## src/rtl/usb_pkt_pkg.sv

```systemverilog
// Shared types and constants for the USB DATA packet builder: FSM states, PIDs,
// writer data_select codes, CRC16 constants and the bit-order helper functions.
package usb_pkt_pkg;

  typedef enum logic [2:0] {
    ST_IDLE,
    ST_COLLECT,
    ST_CRC,
    ST_LOAD,
    ST_SEND
  } state_t;

  localparam logic [3:0]  PID_DATA0      = 4'b0011;
  localparam logic [3:0]  PID_DATA1      = 4'b1011;

  localparam logic [2:0]  DATA_SEL_IDLE  = 3'b000;
  localparam logic [2:0]  DATA_SEL_DATA0 = 3'b001;
  localparam logic [2:0]  DATA_SEL_DATA1 = 3'b010;

  localparam logic [15:0] CRC16_POLY     = 16'h8005;
  localparam logic [15:0] CRC16_INIT     = 16'hFFFF;
  localparam logic [15:0] CRC16_RESIDUAL = 16'h800D;

  localparam logic [7:0]  SYNC_PATTERN   = 8'b00000001;

  // PID field in transmit order: PID LSB first, then its complement check nibble.
  function automatic logic [7:0] pid_field(input logic [3:0] pid);
    return {pid[0], pid[1], pid[2], pid[3], ~pid[0], ~pid[1], ~pid[2], ~pid[3]};
  endfunction

  function automatic logic [7:0] bit_rev8(input logic [7:0] b);
    logic [7:0] r;
    for (int i = 0; i < 8; i++) r[i] = b[7-i];
    return r;
  endfunction

endpackage

```

## src/rtl/usb_crc16_serial.sv

```systemverilog
// Bit-serial USB CRC16 (poly 0x8005), one bit per enabled clock; clear loads the
// all-ones seed. Result is registered and valid the cycle after the last bit.
module usb_crc16_serial
  import usb_pkt_pkg::*;
(
  input  logic        clk,
  input  logic        n_rst,
  input  logic        i_clear,
  input  logic        i_enable,
  input  logic        i_bit,
  output logic [15:0] o_crc
);

  logic [15:0] r_crc;
  logic        w_fb;

  assign w_fb  = r_crc[15] ^ i_bit;
  assign o_crc = r_crc;

  always_ff @(posedge clk or negedge n_rst) begin
    if (!n_rst) begin
      r_crc <= '0;
    end else if (i_clear) begin
      r_crc <= CRC16_INIT;
    end else if (i_enable) begin
      r_crc <= {r_crc[14:0], 1'b0} ^ (w_fb ? CRC16_POLY : 16'h0000);
    end
  end

endmodule

```

## src/rtl/usb_packet_builder.sv

```systemverilog
// Collects payload bytes, runs a serial CRC16 and presents a held DATA0/DATA1 packet
// to the writer until PACKET_BITS shift strobes are seen. Optional abort: USB_PKT_ABORT_EN.
module usb_packet_builder
  import usb_pkt_pkg::*;
#(
  parameter int PAYLOAD_BYTES = 7,
  parameter int PACKET_BITS   = 8 + 8 + 8 * PAYLOAD_BYTES + 16
) (
  input  logic                   clk,
  input  logic                   n_rst,
  input  logic                   start,
  input  logic [7:0]             byte_in,
  input  logic                   byte_valid,
  output logic                   byte_ready,
  input  logic                   shift,
`ifdef USB_PKT_ABORT_EN
  input  logic                   abort,
`endif
  output logic [PACKET_BITS-1:0] packet_out,
  output logic                   ready,
  output logic [2:0]             data_select,
  output logic                   busy
);

  localparam int PAYLOAD_W = 8 * PAYLOAD_BYTES;
  localparam int BCNT_W    = $clog2(PAYLOAD_BYTES + 1);
  localparam int SCNT_W    = $clog2(PACKET_BITS);

  state_t                 r_state;
  logic [PAYLOAD_W-1:0]   r_payload;
  logic [7:0]             r_cur_byte;
  logic [2:0]             r_bit_idx;
  logic [BCNT_W-1:0]      r_byte_cnt;
  logic [SCNT_W-1:0]      r_shift_cnt;
  logic                   r_toggle;
  logic                   r_byte_ready;
  logic                   r_ready;
  logic                   r_busy;
  logic [2:0]             r_data_select;
  logic [PACKET_BITS-1:0] r_packet;

  logic                   w_abort;
  logic                   w_crc_clear;
  logic                   w_crc_en;
  logic [15:0]            w_crc;

`ifdef USB_PKT_ABORT_EN
  assign w_abort = abort && (r_state != ST_IDLE);
`else
  assign w_abort = 1'b0;
`endif

  assign w_crc_clear = (r_state == ST_IDLE) && start;
  assign w_crc_en    = (r_state == ST_CRC) && !w_abort;

  usb_crc16_serial u_crc (
    .clk      (clk),
    .n_rst    (n_rst),
    .i_clear  (w_crc_clear),
    .i_enable (w_crc_en),
    .i_bit    (r_cur_byte[r_bit_idx]),
    .o_crc    (w_crc)
  );

  assign byte_ready  = r_byte_ready;
  assign ready       = r_ready;
  assign busy        = r_busy;
  assign data_select = r_data_select;
  assign packet_out  = r_packet;

  always_ff @(posedge clk or negedge n_rst) begin
    if (!n_rst) begin
      r_state       <= ST_IDLE;
      r_payload     <= '0;
      r_cur_byte    <= '0;
      r_bit_idx     <= '0;
      r_byte_cnt    <= '0;
      r_shift_cnt   <= '0;
      r_toggle      <= 1'b0;
      r_byte_ready  <= 1'b0;
      r_ready       <= 1'b0;
      r_busy        <= 1'b0;
      r_data_select <= DATA_SEL_IDLE;
      r_packet      <= '0;
    end else if (w_abort) begin
      // Toggle is deliberately left alone so the retried packet reuses the same PID.
      r_state       <= ST_IDLE;
      r_bit_idx     <= '0;
      r_byte_cnt    <= '0;
      r_shift_cnt   <= '0;
      r_byte_ready  <= 1'b0;
      r_ready       <= 1'b0;
      r_busy        <= 1'b0;
      r_data_select <= DATA_SEL_IDLE;
    end else begin
      case (r_state)
        ST_IDLE: begin
          if (start) begin
            r_state      <= ST_COLLECT;
            r_byte_cnt   <= '0;
            r_byte_ready <= 1'b1;
            r_busy       <= 1'b1;
          end
        end
        ST_COLLECT: begin
          if (byte_valid && r_byte_ready) begin
            // Shifting in from the bottom leaves byte 0 at the top after the last byte.
            r_payload    <= {r_payload[PAYLOAD_W-9:0], bit_rev8(byte_in)};
            r_cur_byte   <= byte_in;
            r_bit_idx    <= '0;
            r_byte_ready <= 1'b0;
            r_state      <= ST_CRC;
          end
        end
        ST_CRC: begin
          r_bit_idx <= r_bit_idx + 3'd1;
          if (r_bit_idx == 3'd7) begin
            if (r_byte_cnt == BCNT_W'(PAYLOAD_BYTES - 1)) begin
              r_byte_cnt <= '0;
              r_state    <= ST_LOAD;
            end else begin
              r_byte_cnt   <= r_byte_cnt + 1'b1;
              r_byte_ready <= 1'b1;
              r_state      <= ST_COLLECT;
            end
          end
        end
        ST_LOAD: begin
          r_packet      <= {SYNC_PATTERN, pid_field(r_toggle ? PID_DATA1 : PID_DATA0),
                            r_payload, ~w_crc};
          r_data_select <= r_toggle ? DATA_SEL_DATA1 : DATA_SEL_DATA0;
          r_shift_cnt   <= '0;
          r_ready       <= 1'b1;
          r_state       <= ST_SEND;
        end
        ST_SEND: begin
          if (shift) begin
            if (r_shift_cnt == SCNT_W'(PACKET_BITS - 1)) begin
              r_shift_cnt   <= '0;
              r_ready       <= 1'b0;
              r_data_select <= DATA_SEL_IDLE;
              r_toggle      <= ~r_toggle;
              r_busy        <= 1'b0;
              r_state       <= ST_IDLE;
            end else begin
              r_shift_cnt <= r_shift_cnt + 1'b1;
            end
          end
        end
        default: r_state <= ST_IDLE;
      endcase
    end
  end

endmodule

```

## config.mk

```make
export PLATFORM = sky130hd
export DESIGN_NAME = usb_packet_builder
export DESIGN_NICKNAME = d
export VERILOG_FILES = /design/src/rtl/usb_pkt_pkg.sv /design/src/rtl/usb_crc16_serial.sv /design/src/rtl/usb_packet_builder.sv
export SDC_FILE = /design/constraint.sdc
export NUM_CORES = 1
export LEC_CHECK = 0
export BUFFER_PORTS_ARGS = -buffer_cell sky130_fd_sc_hd__clkbuf_2
export CORE_UTILIZATION = 61
export DETAILED_ROUTE_END_ITERATION = 6
export GPL_TIMING_DRIVEN = 0
export PLACE_DENSITY = 0.93
export RECOVER_POWER = 100
export SLEW_MARGIN = 5
export SYNTH_ARGS = -nofsm -noshare
export SYNTH_HDL_FRONTEND = slang
export SYNTH_HIERARCHICAL = 1
export SYNTH_SLANG_ARGS = --single-unit
```

## constraint.sdc

```tcl
create_clock -name clk -period 3.4 [get_ports clk]
set_input_delay 0.68 -clock clk [delete_from_list [all_inputs] [get_ports clk]]
set_output_delay 0.68 -clock clk [all_outputs]
set_load 0.03 [all_outputs]
```

; ---- Word level (Yosys, flattened, before mapping)
; Index checks and enable logic that the tools add are counted.
[totals]
ff_bits = 184
input_bits = 13
output_inout_bits = 94
[op_classes]
add_sub_neg = 3
magnitude_cmp = 1
eq_ne = 13
mux = 33
bitwise = 8
n_reduce_logical = 18
[ops]
columns = op, count
row1 = $mux W16, 3
row2 = $mux W3, 9
row3 = $pmux W3 S2, 3
row4 = $not A16 Y16, 1
row5 = $xor A16 B16 Y16, 1
row6 = $pmux W3 S5, 1
row7 = $mux W7, 2
row8 = $pmux W7 S2, 1
row9 = $ne A2 B2 Y1 const B, 6
row10 = $reduce_and A5 Y1, 2
row11 = $reduce_bool A2 Y1, 5
row12 = $eq A3 B3 Y1 const B, 3
row13 = $reduce_and A3 Y1, 3
row14 = $add A7 B1 Y7 const B, 1
row15 = $eq A7 B7 Y1 const B, 1
row16 = $mux W1, 7
row17 = $add A3 B1 Y3 const B, 2
row18 = $eq A3 B2 Y1 const B, 2
row19 = $reduce_and A2 Y1, 3
row20 = $not A1 Y1, 5
row21 = $lt A3 B4 Y1 const B, 1
row22 = $mux W2, 2
row23 = $mux W4, 1
row24 = $pmux W1 S2, 2
row25 = 8 further kinds, 9

; ---- Logic depth before layout (Yosys ltp)
; Gate-level depths: netlist (run 1).
[depth]
word_depth = 7
mapped_depth = 8

; ---- Modules after synthesis
; The synthesis (run 1) kept the hierarchy.
[by_module_without_submodules]
columns = module, n_inst, cells_each, area_each_um2, seq_area_each_um2
row1 = usb_packet_builder, 1, 544, 6155.9, 3828.7
row2 = usb_crc16_serial, 1, 56, 706.9, 400.4

; ---- Worst setup path after synthesis (run 1)
; Ideal clock, no wire load.
[synth_timing]
path_type = register to register
from = reg r_bit_idx[0]
to = reg u_crc.r_crc[15] (netlist: u_crc/o_crc[15])
arrival_time_ns = 1.774
t_required_ns = 3.268
setup_slack_ns = 1.494
stages_incl_launch_ff = 6
n_path_buf = 0
cell_sequence = dfrtp_1 mux4_2 mux2_2 xnor2_1 nor3_1 or3b_1
[synth_via]
elab_chain_cells = 7
[synth_lines]
columns = element, line
row1 = start: declaration, usb_packet_builder.sv:32  ; logic [2:0] r_bit_idx;
row2 = start signal: assignment, usb_packet_builder.sv:116  ; r_bit_idx <= r_bit_idx + 3'd1;
row3 = $bmux W1 S3, usb_packet_builder.sv:61  ; .i_bit (r_cur_byte[r_bit_idx]),
row4 = $mux W1 (implied by the code), usb_packet_builder.sv:61
row5 = $xor A1 B1 Y1, usb_crc16_serial.sv:17  ; assign w_fb = r_crc[15] ^ i_bit;
row6 = $mux W16, usb_crc16_serial.sv:26  ; r_crc <= {r_crc[14:0], 1'b0} ^ (w_fb ? CRC16_POLY : 16'h0000);
row7 = $xor A16 B16 Y16, usb_crc16_serial.sv:26
row8 = $mux W16, usb_crc16_serial.sv:25  ; end else if (i_enable) begin
row9 = $mux W16, usb_crc16_serial.sv:23  ; end else if (i_clear) begin
row10 = end signal: assignment, usb_crc16_serial.sv:26
row11 = end: declaration, usb_crc16_serial.sv:14  ; logic [15:0] r_crc;
; No other way between the ends. The select of a mux whose other input is x is not followed.
; A chain may end at the register's enable or synchronous reset.

; ---- Worst setup path after layout (run 1)
[layout_timing]
from = reg r_state[1]
to = reg r_payload[26]
[layout_via]
elab_chain_cells = 2
[layout_lines]
columns = element, line
row1 = start: declaration, usb_packet_builder.sv:29  ; state_t r_state;
row2 = start signal: assignment, usb_packet_builder.sv:73  ; r_state <= ST_IDLE;
row3 = start signal: assignment, usb_packet_builder.sv:87  ; r_state <= ST_IDLE;
row4 = start signal: assignment, usb_packet_builder.sv:99  ; r_state <= ST_COLLECT;
row5 = $eq A3 B1 Y1, usb_packet_builder.sv:96  ; case (r_state)
row6 = $reduce_and A2 Y1 (no source line), --
row7 = end signal: assignment, usb_packet_builder.sv:108  ; r_payload <= {r_payload[PAYLOAD_W-9:0], bit_rev8(byte_in)};
row8 = end: declaration, usb_packet_builder.sv:30  ; logic [PAYLOAD_W-1:0] r_payload;
; No other way between the ends.

==> implementation parameters, run 1 <==
Parameter                              Value

Outcome
  Status    finished with violations
  Failing checks    max-capacitance violations, max-slew violations

Worst setup path
  Category of the worst setup path launch point    flip-flop
  Number of cells on the worst reg-to-reg path    7
  Worst setup slack for register-to-register paths    760 ps
  Data arrival time of the worst path    3050 ps
  Highest fanout seen on the critical path    10
  Endpoint kind of the worst setup timing path    flip-flop
  Required time of the worst setup path    3810 ps
  Critical path class    reg2reg

Floorplan
  Floorplan die width    108.1 um
  Number of ports placed on the die boundary    107
  Core region area    10890 sq um
  Overall die area    11680 sq um
  Chip height    108.1 um
  Initial Util    63.03%
  Std cell rows    38

STA
  Highest achievable clock rate    378.6 MHz
  Share of the clock period used by the worst path    77.68%
  Tightest Pin Transition    1908 ps
  Unrepaired setup endpoints after global routing    no
  Final critical delay including setup and external delays    2641 ps
  Worst-case clock skew    10.29 ps
  Worst slew slack as a fraction of its limit    -27.17%
  Hold Vio Cnt, Final    0
  Number of pins exceeding their max-slew limit in the final report    78
  Endpoints failing setup    0
  Min Hold Slack    374.8 ps

Yosys
  Adder-cell share of the synthesized area    0.5469%
  Area fraction in compound gates after synthesis    5.561%
  Share of async-settable or async-resettable flops after synthesis    100.0%
  Number of cells produced by synthesis    600
  Largest family of logic cells by synthesized area    simple AND/OR/NAND/NOR gates
  Number of warnings reported in the yosys synthesis log    6
  Area of the mapped netlist    6863 sq um
  Multiplexer share of the synthesized area    10.54%
  Xor/xnor share of the synthesized area    1.021%
  Synthesized-area fraction occupied by and/or/nand/nor cells    15.92%
  Primary flip-flop cell chosen by synthesis mapping    sky130_fd_sc_hd__dfrtp_1
  Post-synth EDFFs    0
  Number of different library cells in the post-synthesis netlist    52
  Sequential share of the synthesized area    61.62%
  Average footprint of a synthesized cell    11.44 sq um
  Flip-flop and latch count after synthesis    169

Placement
  GPL Wtd Cong    0.8385
  Hpwl dp    9881 um
  Count of buffers from port buffering    95
  Number of instances in the placed design    846

GRT
  Grt met2 use    46.09%
  Number of global-route vias before repair    4814
  Routing usage on met3    5.907%
  Maximum number of pins on one net before global-route repair    93
  Total track usage    27.58%
  Aggregate global routing overflow    0
  Number of antenna violations at the first check in global routing    0
  First-pass GRT wire length    23980 um
  Met1 GRT Util    35.01%
  Most used routing layer in global routing    met2

Final layout
  Share of final-layout standard cells stronger than drive strength 1    17.34%
  Total area of multi-input combinational cells    2313 sq um
  Diode insertion count for antenna repair    0
  Net count, final    741
  Number of fill cells    740
  Synthesis-to-layout area growth    15.81%
  Storage element area    4229 sq um
  Layout Cells excl Fill    878

Clocking
  TritonCTS clock tree    built
  Maximum level of the CTS H-tree    4
  Hold bufs inserted after CTS    0
  Clock tree buffer depth    2
  Inserted Clock Buffers    17
  PostCTS Resize Cnt    0
  Post-CTS clock slew at the launch and capture registers of the worst setup and hold paths    70 ps
  Clock tree sinks    169
  Number of buffers added for setup after CTS    0
  Clock root cell    sky130_fd_sc_hd__clkbuf_8
  Clock insertion delay at the later pin of the skew report    540 ps

Power and ir drop
  Combinational group share of total power    34.6%
  Power Dens Cells    1007 nW/um^2
  Worst voltage drop across the vdd grid    0.0006522 V
  Leakage power total    3.868 nW
  Clk pwr share    22.8%
  Internal power    4.765 mW
  Switching part of the total power    40.44%
  Switching pwr    3.235 mW
  Part of the power in registers    42.7%

Drt
  Wirelength, routed    15220 um
  Via Count    4954
  Starting DRT DRC Count    419
  Residual antenna-violating net count after detailed routing    0
  Initial DRT Pass Iterations    5
  Routed vias/inst    5.642
  Count of unresolved DRC violations after routing    0
  Routed wire per std cell    17.33 um

Hold path
  Hold Path Cell Cnt    2
  Path class of the lowest-slack min-delay path    in2reg

Run
  Max-cap viol count    1
-- flip-flops by register name, indices dropped and copies added, names as in the netlist --
register,count
packet_out,75
r_payload,56
u_crc/o_crc,16
r_shift_cnt,7
r_bit_idx,3
r_byte_cnt,3
r_state,3
data_select,2
busy,1
byte_ready,1
r_toggle,1
ready,1
-- synth_stat cells (3+ instances only) --
cell type,n,area (sq um)
sky130_fd_sc_hd__buf_6,3,33.78
sky130_fd_sc_hd__mux2_4,7,105.1
sky130_fd_sc_hd__nor2_1,9,33.78
sky130_fd_sc_hd__nor3_1,3,15.01
sky130_fd_sc_hd__and2b_2,5,43.79
sky130_fd_sc_hd__xnor2_1,3,26.28
sky130_fd_sc_hd__nand3b_1,4,30.03
sky130_fd_sc_hd__ha_1,3,37.54
sky130_fd_sc_hd__nor2b_1,6,37.54
sky130_fd_sc_hd__buf_2,10,50.05
sky130_fd_sc_hd__o21ai_0,30,150.1
sky130_fd_sc_hd__a211o_1,11,96.34
sky130_fd_sc_hd__dfrtp_1,169,4229
sky130_fd_sc_hd__buf_4,20,150.1
sky130_fd_sc_hd__a211o_2,3,30.03
sky130_fd_sc_hd__a21o_1,4,30.03
sky130_fd_sc_hd__xor2_1,5,43.79
sky130_fd_sc_hd__a21oi_1,3,15.01
sky130_fd_sc_hd__nand2_1,202,758.2
sky130_fd_sc_hd__clkbuf_1,4,15.01
sky130_fd_sc_hd__mux2_2,50,563.0
sky130_fd_sc_hd__buf_1,7,26.28
-- path summary, 6_finish.rpt --
check | start | endpoint
max in group asynchronous | n_rst | packet_out[50]
hold / removal | byte_in[2] | r_payload[5]
hold reg to reg | r_payload[53] | packet_out[69]
min in group asynchronous | n_rst | r_shift_cnt[5]
setup / recovery | r_state[1] | r_payload[26]
setup reg to reg | r_state[1] | r_payload[26]
-- placed cells by master (no fill, tap or decap), types with 8 or more instances in the layout --
| master | instances |
|---|---|
| sky130_fd_sc_hd__nor2_1 | 9 |
| sky130_fd_sc_hd__buf_4 | 14 |
| sky130_fd_sc_hd__dfrtp_1 | 169 |
| sky130_fd_sc_hd__a211o_1 | 11 |
| sky130_fd_sc_hd__conb_1 | 11 |
| sky130_fd_sc_hd__clkbuf_16 | 16 |
| sky130_fd_sc_hd__mux2_1 | 8 |
| sky130_fd_sc_hd__clkbuf_2 | 12 |
| sky130_fd_sc_hd__clkbuf_1 | 106 |
| sky130_fd_sc_hd__mux2_2 | 49 |
| sky130_fd_sc_hd__o21ai_0 | 31 |
| sky130_fd_sc_hd__nand2_1 | 202 |
-- cell families (layout without fill, tap and decap cells) --
group / after synthesis / after routing
flops: 169 / 169
compound gates: 59 / 59
other cells: 1 / 11
xor+xnor: 8 / 8
buf+inv: 50 / 178
simple gates: 250 / 250
fa+ha+maj: 3 / 3
mux: 60 / 60
-- through the flow --
step	total power [mW]	area (sq um)	utilization, %	worst slack (ps)	setup TNS [ps]
global route	8.377	7948	72.99	677.5	0
floorplan	5.419	6900	-	1494	0
finish	8.000	7948	72.99	758.8	0
CTS	8.202	8140	74.76	1042	0
global placement	6.157	7551	69.35	-1065	-179040
detailed placement	6.341	7587	69.69	923.4	0
-- worst max-delay path: stages (launching register included) --
cell	delay, ps
sky130_fd_sc_hd__dfrtp_1	390
sky130_fd_sc_hd__clkbuf_1	220
sky130_fd_sc_hd__nor3b_1	370
sky130_fd_sc_hd__and2_2	200
sky130_fd_sc_hd__clkbuf_1	240
sky130_fd_sc_hd__clkbuf_1	530
sky130_fd_sc_hd__buf_12	220
sky130_fd_sc_hd__mux2_1	340
-- final cells by class --
cell class                 count  area share [%]
buffer                        46           3.306
sequential                   169           53.21
tap                          140           2.204
inverter                       4          0.1889
clock buffer                  20           5.479
clock inverter                12           1.480
multi-input combinational    391           29.11
timing repair buffer          96           5.022
-- power by group through the flow --
stage	sequential [mW]	combinational (mW)	clock, mW
after CTS	3.41	2.97	1.83
final	3.41	2.76	1.82
after global placement	3.36	2.79	0
after global routing	3.49	2.98	1.90
after floorplan	3.95	1.47	0
after detailed placement	3.42	2.92	0
-- per-layer routing --
layer / part of all wire [%] / vias to the layer above
met5: 0 / -
met4: 2.4 / 0
met3: 4.9 / 34
met2: 51 / 181
met1: 41 / 2532
li1: - / 2207
Power figures use the tool's default switching activity.
==> inputs of run 2 (changes only) <==
ABC_AREA = 1   (was not set)
CORE_UTILIZATION = 51   (was 61)
PLACE_DENSITY = 0.84   (was 0.93)
clock period = 2.36 ns   (was 3.4 ns; I/O delays follow)
==> run 2 against run 1 <==
Against the previous run: the run still ends with max-capacitance violations, max-slew violations left; die area is 21% higher; hold slack worse by 96 ps; first-iteration DRC count is 21% higher; combinational power is 42% higher; global-route usage is 4.0 points lower; fmax is 32% higher; non-clock buffer count is 1 lower; clock skew is 4.0 ps higher; clock power is 63% higher; synthesized cell count is 21% higher; via count is 8.2% higher; sequential cell count stayed put.
==> implementation parameters, run 2 <==
Parameter                              Value

Placement
  Hpwl dp    10300 um
  GPL Wtd Cong    0.8417
  Number of instances in the placed design    1009
  Count of buffers from port buffering    95

Final layout
  Layout Cells excl Fill    1041
  Most common cell after layout, fill and taps aside    sky130_fd_sc_hd__nand2_1
  Total area of multi-input combinational cells    2019 sq um
  Share of final-layout standard cells stronger than drive strength 1    9.711%
  Net count, final    868
  Number of fill cells    1196
  Max reg flops    75
  Synthesis-to-layout area growth    16.48%
  Diode insertion count for antenna repair    0
  Highest-count cells in the layout ignoring fill and taps    203 x sky130_fd_sc_hd__nand2_1, 169 x sky130_fd_sc_hd__dfrtp_1, 117 x sky130_fd_sc_hd__o21ai_0
  Storage element area    4229 sq um

Drt
  Residual antenna-violating net count after detailed routing    0
  Routed vias/inst    5.150
  Initial DRT Pass Iterations    4
  Count of unresolved DRC violations after routing    0
  Starting DRT DRC Count    506
  Via Count    5361
  Wirelength, routed    15270 um
  Routed wire per std cell    14.67 um

Yosys
  Cell with the most instances after synthesis    sky130_fd_sc_hd__nand2_1
  Number of warnings reported in the yosys synthesis log    6
  Leading post-synthesis cells by instance count    200 x sky130_fd_sc_hd__nand2_1, 169 x sky130_fd_sc_hd__dfrtp_1, 80 x sky130_fd_sc_hd__inv_1
  Primary flip-flop cell chosen by synthesis mapping    sky130_fd_sc_hd__dfrtp_1
  Number of different library cells in the post-synthesis netlist    34
  Post-synth EDFFs    0
  Ranking of synthesized cells by area    sky130_fd_sc_hd__dfrtp_1 61%, sky130_fd_sc_hd__nand2_1 11%, sky130_fd_sc_hd__o21ai_0 5.5%, sky130_fd_sc_hd__inv_1 4.3%, sky130_fd_sc_hd__o21ai_1 2.8%
  Flip-flop and latch count after synthesis    169
  Area share of the leading cell type in the synthesized netlist    60.61%
  Sequential share of the synthesized area    60.61%
  Biggest area consumer among synthesized cells    sky130_fd_sc_hd__dfrtp_1
  Area of the mapped netlist    6978 sq um
  Share of async-settable or async-resettable flops after synthesis    100.0%
  Number of cells produced by synthesis    727
  Average footprint of a synthesized cell    9.598 sq um

Floorplan
  Number of ports placed on the die boundary    107
  Initial Util    52.48%
  Std cell rows    42
  Core region area    13300 sq um
  Overall die area    14150 sq um
  Chip height    119.0 um
  Floorplan die width    119.0 um

STA
  Highest achievable clock rate    500.8 MHz
  Final total negative setup slack    0 ps
  Hold Vio Cnt, Final    0
  Min Hold Slack    279.0 ps
  Worst slew slack as a fraction of its limit    -26.05%
  Worst-case clock skew    14.31 ps
  Number of pins exceeding their max-slew limit in the final report    75
  Final critical delay including setup and external delays    1997 ps
  Unrepaired setup endpoints after global routing    no
  Share of the clock period used by the worst path    84.61%
  Tightest Pin Transition    1891 ps
  Endpoints failing setup    0

Power and ir drop
  Power Total    11.40 mW
  Leakage power total    4.006 nW
  Power Dens Cells    1403 nW/um^2
  Worst voltage drop across the vdd grid    0.0007127 V

GRT
  Number of antenna violations at the first check in global routing    0
  Maximum number of pins on one net before global-route repair    96
  First-pass GRT wire length    26030 um
  Aggregate global routing overflow    0
  Total track usage    23.55%
  Number of global-route vias before repair    5369

Clocking
  Inserted Clock Buffers    17
  Clock tree sinks    169
  TritonCTS clock tree    built
  Maximum level of the CTS H-tree    4
  Hold bufs inserted after CTS    0
  Clock root cell    sky130_fd_sc_hd__clkbuf_16
  PostCTS Resize Cnt    0
  Clock tree buffer depth    2
  Post-CTS clock slew at the launch and capture registers of the worst setup and hold paths    70 ps
  Clock insertion delay at the later pin of the skew report    430 ps
  Number of buffers added for setup after CTS    0

Worst setup path
  Number of cells on the worst reg-to-reg path    7
  Data arrival time of the worst path    2300 ps
  Worst setup slack for register-to-register paths    360 ps
  Category of the worst setup path launch point    flip-flop
  Launch instance of the worst register-to-register path    r_state[1]
  Endpoint kind of the worst setup timing path    flip-flop
  Destination of the worst register-to-register timing path    u_crc/o_crc[1]
  Highest fanout seen on the critical path    10
  Critical path class    reg2reg
  Cell-by-cell trace of the critical path    clkbuf_1, inv_1, nand3_1, inv_1, nor2_2, buf_6, a22oi_1
  Required time of the worst setup path    2660 ps
  Slowest stage cell, crit path    sky130_fd_sc_hd__dfrtp_1
  Largest stage delay, worst path    320 ps
  Most repeated library cell on the critical path    sky130_fd_sc_hd__inv_1

Run
  Max-cap viol count    1

Hold path
  Hold worst-path end    r_payload[3]
  Path class of the lowest-slack min-delay path    in2reg
  Hold Path Cell Cnt    3
  Hold Startpoint    byte_in[4]

Outcome
  Failing checks    max-capacitance violations, max-slew violations
  Status    finished with violations
==> run 2: metrics by stage <==
| step | worst slack (ps) | instance area (sq um) | util [%] |
|---|---|---|---|
| 2_1_floorplan | 844.9 | 7015 | - |
| 3_3_place_gp | -2100 | 7711 | 58.00 |
| 3_5_place_dp | 545.8 | 7747 | 58.27 |
| 4_1_cts | 498.1 | 8384 | 63.06 |
| 5_1_grt | 190.3 | 8128 | 61.13 |
| 6_report | 363.2 | 8128 | 61.13 |
==> run 2: cell families after synthesis <==
kind of cell | synth area share, %
other cells | 0.05374
flops | 60.61
fa+ha+maj | 0.5380
xor+xnor | 0.3766
buf+inv | 9.252
compound gates | 13.43
simple gates | 15.74
==> run 2: critical path, delay by kind of cell, from the launching register on <==
kind	cells	cell delay, ps
buf+inv	4	880
simple gates	2	590
flops	1	320
compound gates	1	100
==> run 2: layout make-up <==
cell class,instances,share of cell area [%]
plain buffers,45,3.741
clock buffers,20,5.496
clock inverters,12,2.340
inverters,85,3.925
multi-input cells,438,24.85
flip-flops and latches,169,52.03
well taps,176,2.709
repair buffers,96,4.911
==> run 2: metal layers <==
layer | share of wire [%] | global-route usage [%] | vias up
met3 | 4.1 | 4.310 | 22
met2 | 50 | 38.60 | 152
li1 | - | - | 2554
met4 | 1.6 | 9.573 | 0
met5 | 0 | 0 | -
met1 | 45 | 31.06 | 2633
==> run 2: how the worst max path moves through the flow <==
stage	start	to	slack, ps	depth (start not counted)
floorplan	r_state[1]	u_crc/o_crc[13]	840	7
finish	r_state[1]	u_crc/o_crc[1]	360	7
CTS	r_state[1]	u_crc/o_crc[1]	500	7
detailed placement	r_state[2]	u_crc/o_crc[12]	550	7
global placement	n_rst	packet_out[55]	-2100	1
global route	r_state[0]	packet_out[35]	190	7
==> run 2: where the power goes <==
| part | leakage [nW] | internal [mW] | switching [mW] | total, mW |
|---|---|---|---|---|
| Clock | 0.309 | 1.82 | 1.15 | 2.97 |
| Combinational | 1.55 | 1.05 | 2.86 | 3.91 |
| Sequential | 2.15 | 3.89 | 0.627 | 4.52 |
==> inputs of run 3 (changes only) <==
CORE_UTILIZATION = 56   (was 51)
PLACE_DENSITY = 0.87   (was 0.84)
clock period = 1.9 ns   (was 2.36 ns; I/O delays follow)
==> run 3 against run 2 <==
Against the previous run: the flow now finishes without violations; clock skew is 3.7 ps lower; non-clock buffer count up 1; critical path depth is 1 lower; global-route usage increased by 2.0 points; hold slack lost 85 ps; largest power group unchanged.
==> implementation parameters, run 3 (synthesized netlist as in run 2, its figures left out) <==
Parameter                              Value

Outcome
  Status    complete, no violations

Final layout
  Share of final-layout standard cells stronger than drive strength 1    11.09%
  Synthesis-to-layout area growth    16.42%
  Util after Layout    67.35%
  Net count, final    869
  Cell area after layout    8124 sq um
  Number of fill cells    1003
  Max reg flops    75
  Diode insertion count for antenna repair    0
  Most common cell after layout, fill and taps aside    sky130_fd_sc_hd__nand2_1
  Layout Cells excl Fill    1034
  Highest-count cells in the layout ignoring fill and taps    201 x sky130_fd_sc_hd__nand2_1, 169 x sky130_fd_sc_hd__dfrtp_1, 113 x sky130_fd_sc_hd__o21ai_0

Power and ir drop
  Worst voltage drop across the vdd grid    0.001082 V
  Power Dens Cells    1712 nW/um^2
  Power Total    13.91 mW
  Leakage power total    3.991 nW

GRT
  First-pass GRT wire length    25500 um
  Number of antenna violations at the first check in global routing    0
  Aggregate global routing overflow    0
  Total track usage    25.60%
  Number of global-route vias before repair    5277
  Maximum number of pins on one net before global-route repair    95

Worst setup path
  Endpoint kind of the worst setup timing path    flip-flop
  Critical path class    reg2reg
  Startpoint of the most critical setup path    r_state[1]
  Category of the worst setup path launch point    flip-flop
  Data arrival time of the worst path    2060 ps
  Highest fanout seen on the critical path    10
  Launch instance of the worst register-to-register path    r_state[1]
  Required time of the worst setup path    2250 ps

Floorplan
  Chip height    113.6 um
  Std cell rows    40
  Number of ports placed on the die boundary    107
  Overall die area    12910 sq um
  Initial Util    57.85%
  Floorplan die width    113.6 um
  Core region area    12060 sq um

STA
  Number of pins exceeding their max-slew limit in the final report    0
  Post-route worst setup slack    186.3 ps
  Highest achievable clock rate    583.5 MHz
  Share of the clock period used by the worst path    90.20%
  Final critical delay including setup and external delays    1714 ps
  Worst slew slack as a fraction of its limit    59.14%
  Worst-case clock skew    10.57 ps
  Min Hold Slack    194.1 ps
  Unrepaired setup endpoints after global routing    no
  Endpoints failing setup    0
  Hold Vio Cnt, Final    0
  Tightest Pin Transition    612.9 ps
  Final total negative setup slack    0 ps

Hold path
  Hold Startpoint    byte_in[4]
  Path class of the lowest-slack min-delay path    in2reg

Placement
  Hpwl dp    10310 um
  Number of instances in the placed design    1001
  Post-place instance area    7737 sq um
  Count of buffers from port buffering    95
  Setup slack at placement    100.6 ps
  GPL Wtd Cong    0.8207

Clocking
  Maximum level of the CTS H-tree    4
  Inserted Clock Buffers    17
  Clock insertion delay at the later pin of the skew report    430 ps
  Clock tree buffer depth    2
  Post-CTS clock slew at the launch and capture registers of the worst setup and hold paths    60 ps
  TritonCTS clock tree    built
  Clock tree sinks    169
  Clock root cell    sky130_fd_sc_hd__clkbuf_16

Drt
  Wirelength, routed    15430 um
  Initial DRT Pass Iterations    6
  Residual antenna-violating net count after detailed routing    0
  Routed vias/inst    5.176
  Starting DRT DRC Count    381
  Via Count    5352
  Count of unresolved DRC violations after routing    0
  Routed wire per std cell    14.92 um

Run
  Max-cap viol count    0
run 3: cell types whose count changed in the layout (fill, tap and decap cells not counted), moves of 3 or more:
| cell | change |
|---|---|
| sky130_fd_sc_hd__o21ai_0 | -4 |
| sky130_fd_sc_hd__o21ai_1 | +4 |
| sky130_fd_sc_hd__bufinv_16 | -3 |
| sky130_fd_sc_hd__inv_1 | -3 |
| sky130_fd_sc_hd__nor2_4 | +3 |
run 3: layer usage:
metal | track usage, % | part of all wire [%]
met5 | 0 | 0
met1 | 32.19 | 44
met3 | 5.473 | 4.1
met2 | 43.62 | 50
met4 | 9.825 | 2.0
run 3: path summary, 6_finish.rpt:
path	end	slack [ps]	cells past startpoint
max in group asynchronous	packet_out[56]	530	3
hold reg to reg	packet_out[4]	450	1
hold / removal	r_payload[3]	190	3
min in group asynchronous	u_crc/o_crc[7]	520	2
setup reg to reg	r_payload[4]	190	6
setup / recovery	r_payload[4]	190	6
run 3: what timing repair did:
action	4_1_cts	5_1_grt
hold buffers	1	0
resized for setup	0	5
endpoints found under the setup margin	0	11
buffers inserted	0	0
endpoints found under the hold margin	24	0
run 3: power by group:
| group | total [mW] | internal, mW | switching, mW |
|---|---|---|---|
| Sequential | 5.62 | 4.84 | 0.788 |
| Combinational | 4.97 | 1.34 | 3.63 |
| Clock | 3.32 | 1.88 | 1.44 |
run 3: layout make-up:
| class | instances | area, sq um | share of cell area (%) |
|---|---|---|---|
| inverter | 85 | 321.6 | 3.958 |
| multi-input combinational | 438 | 2062 | 25.38 |
| clock inverter | 13 | 120.1 | 1.479 |
| tap | 168 | 210.2 | 2.587 |
| buffer | 45 | 310.3 | 3.820 |
| clock buffer | 19 | 452.9 | 5.575 |
| sequential | 169 | 4229 | 52.06 |
| timing repair buffer | 97 | 417.9 | 5.144 |
run 3: critical path, cell delays in order (launching register included):
cell and delay (ps):
sky130_fd_sc_hd__dfrtp_1 350, sky130_fd_sc_hd__buf_2 180, sky130_fd_sc_hd__inv_1 170, sky130_fd_sc_hd__nand4_1 270, sky130_fd_sc_hd__buf_6 260, sky130_fd_sc_hd__clkbuf_4 220, sky130_fd_sc_hd__a21oi_1 180
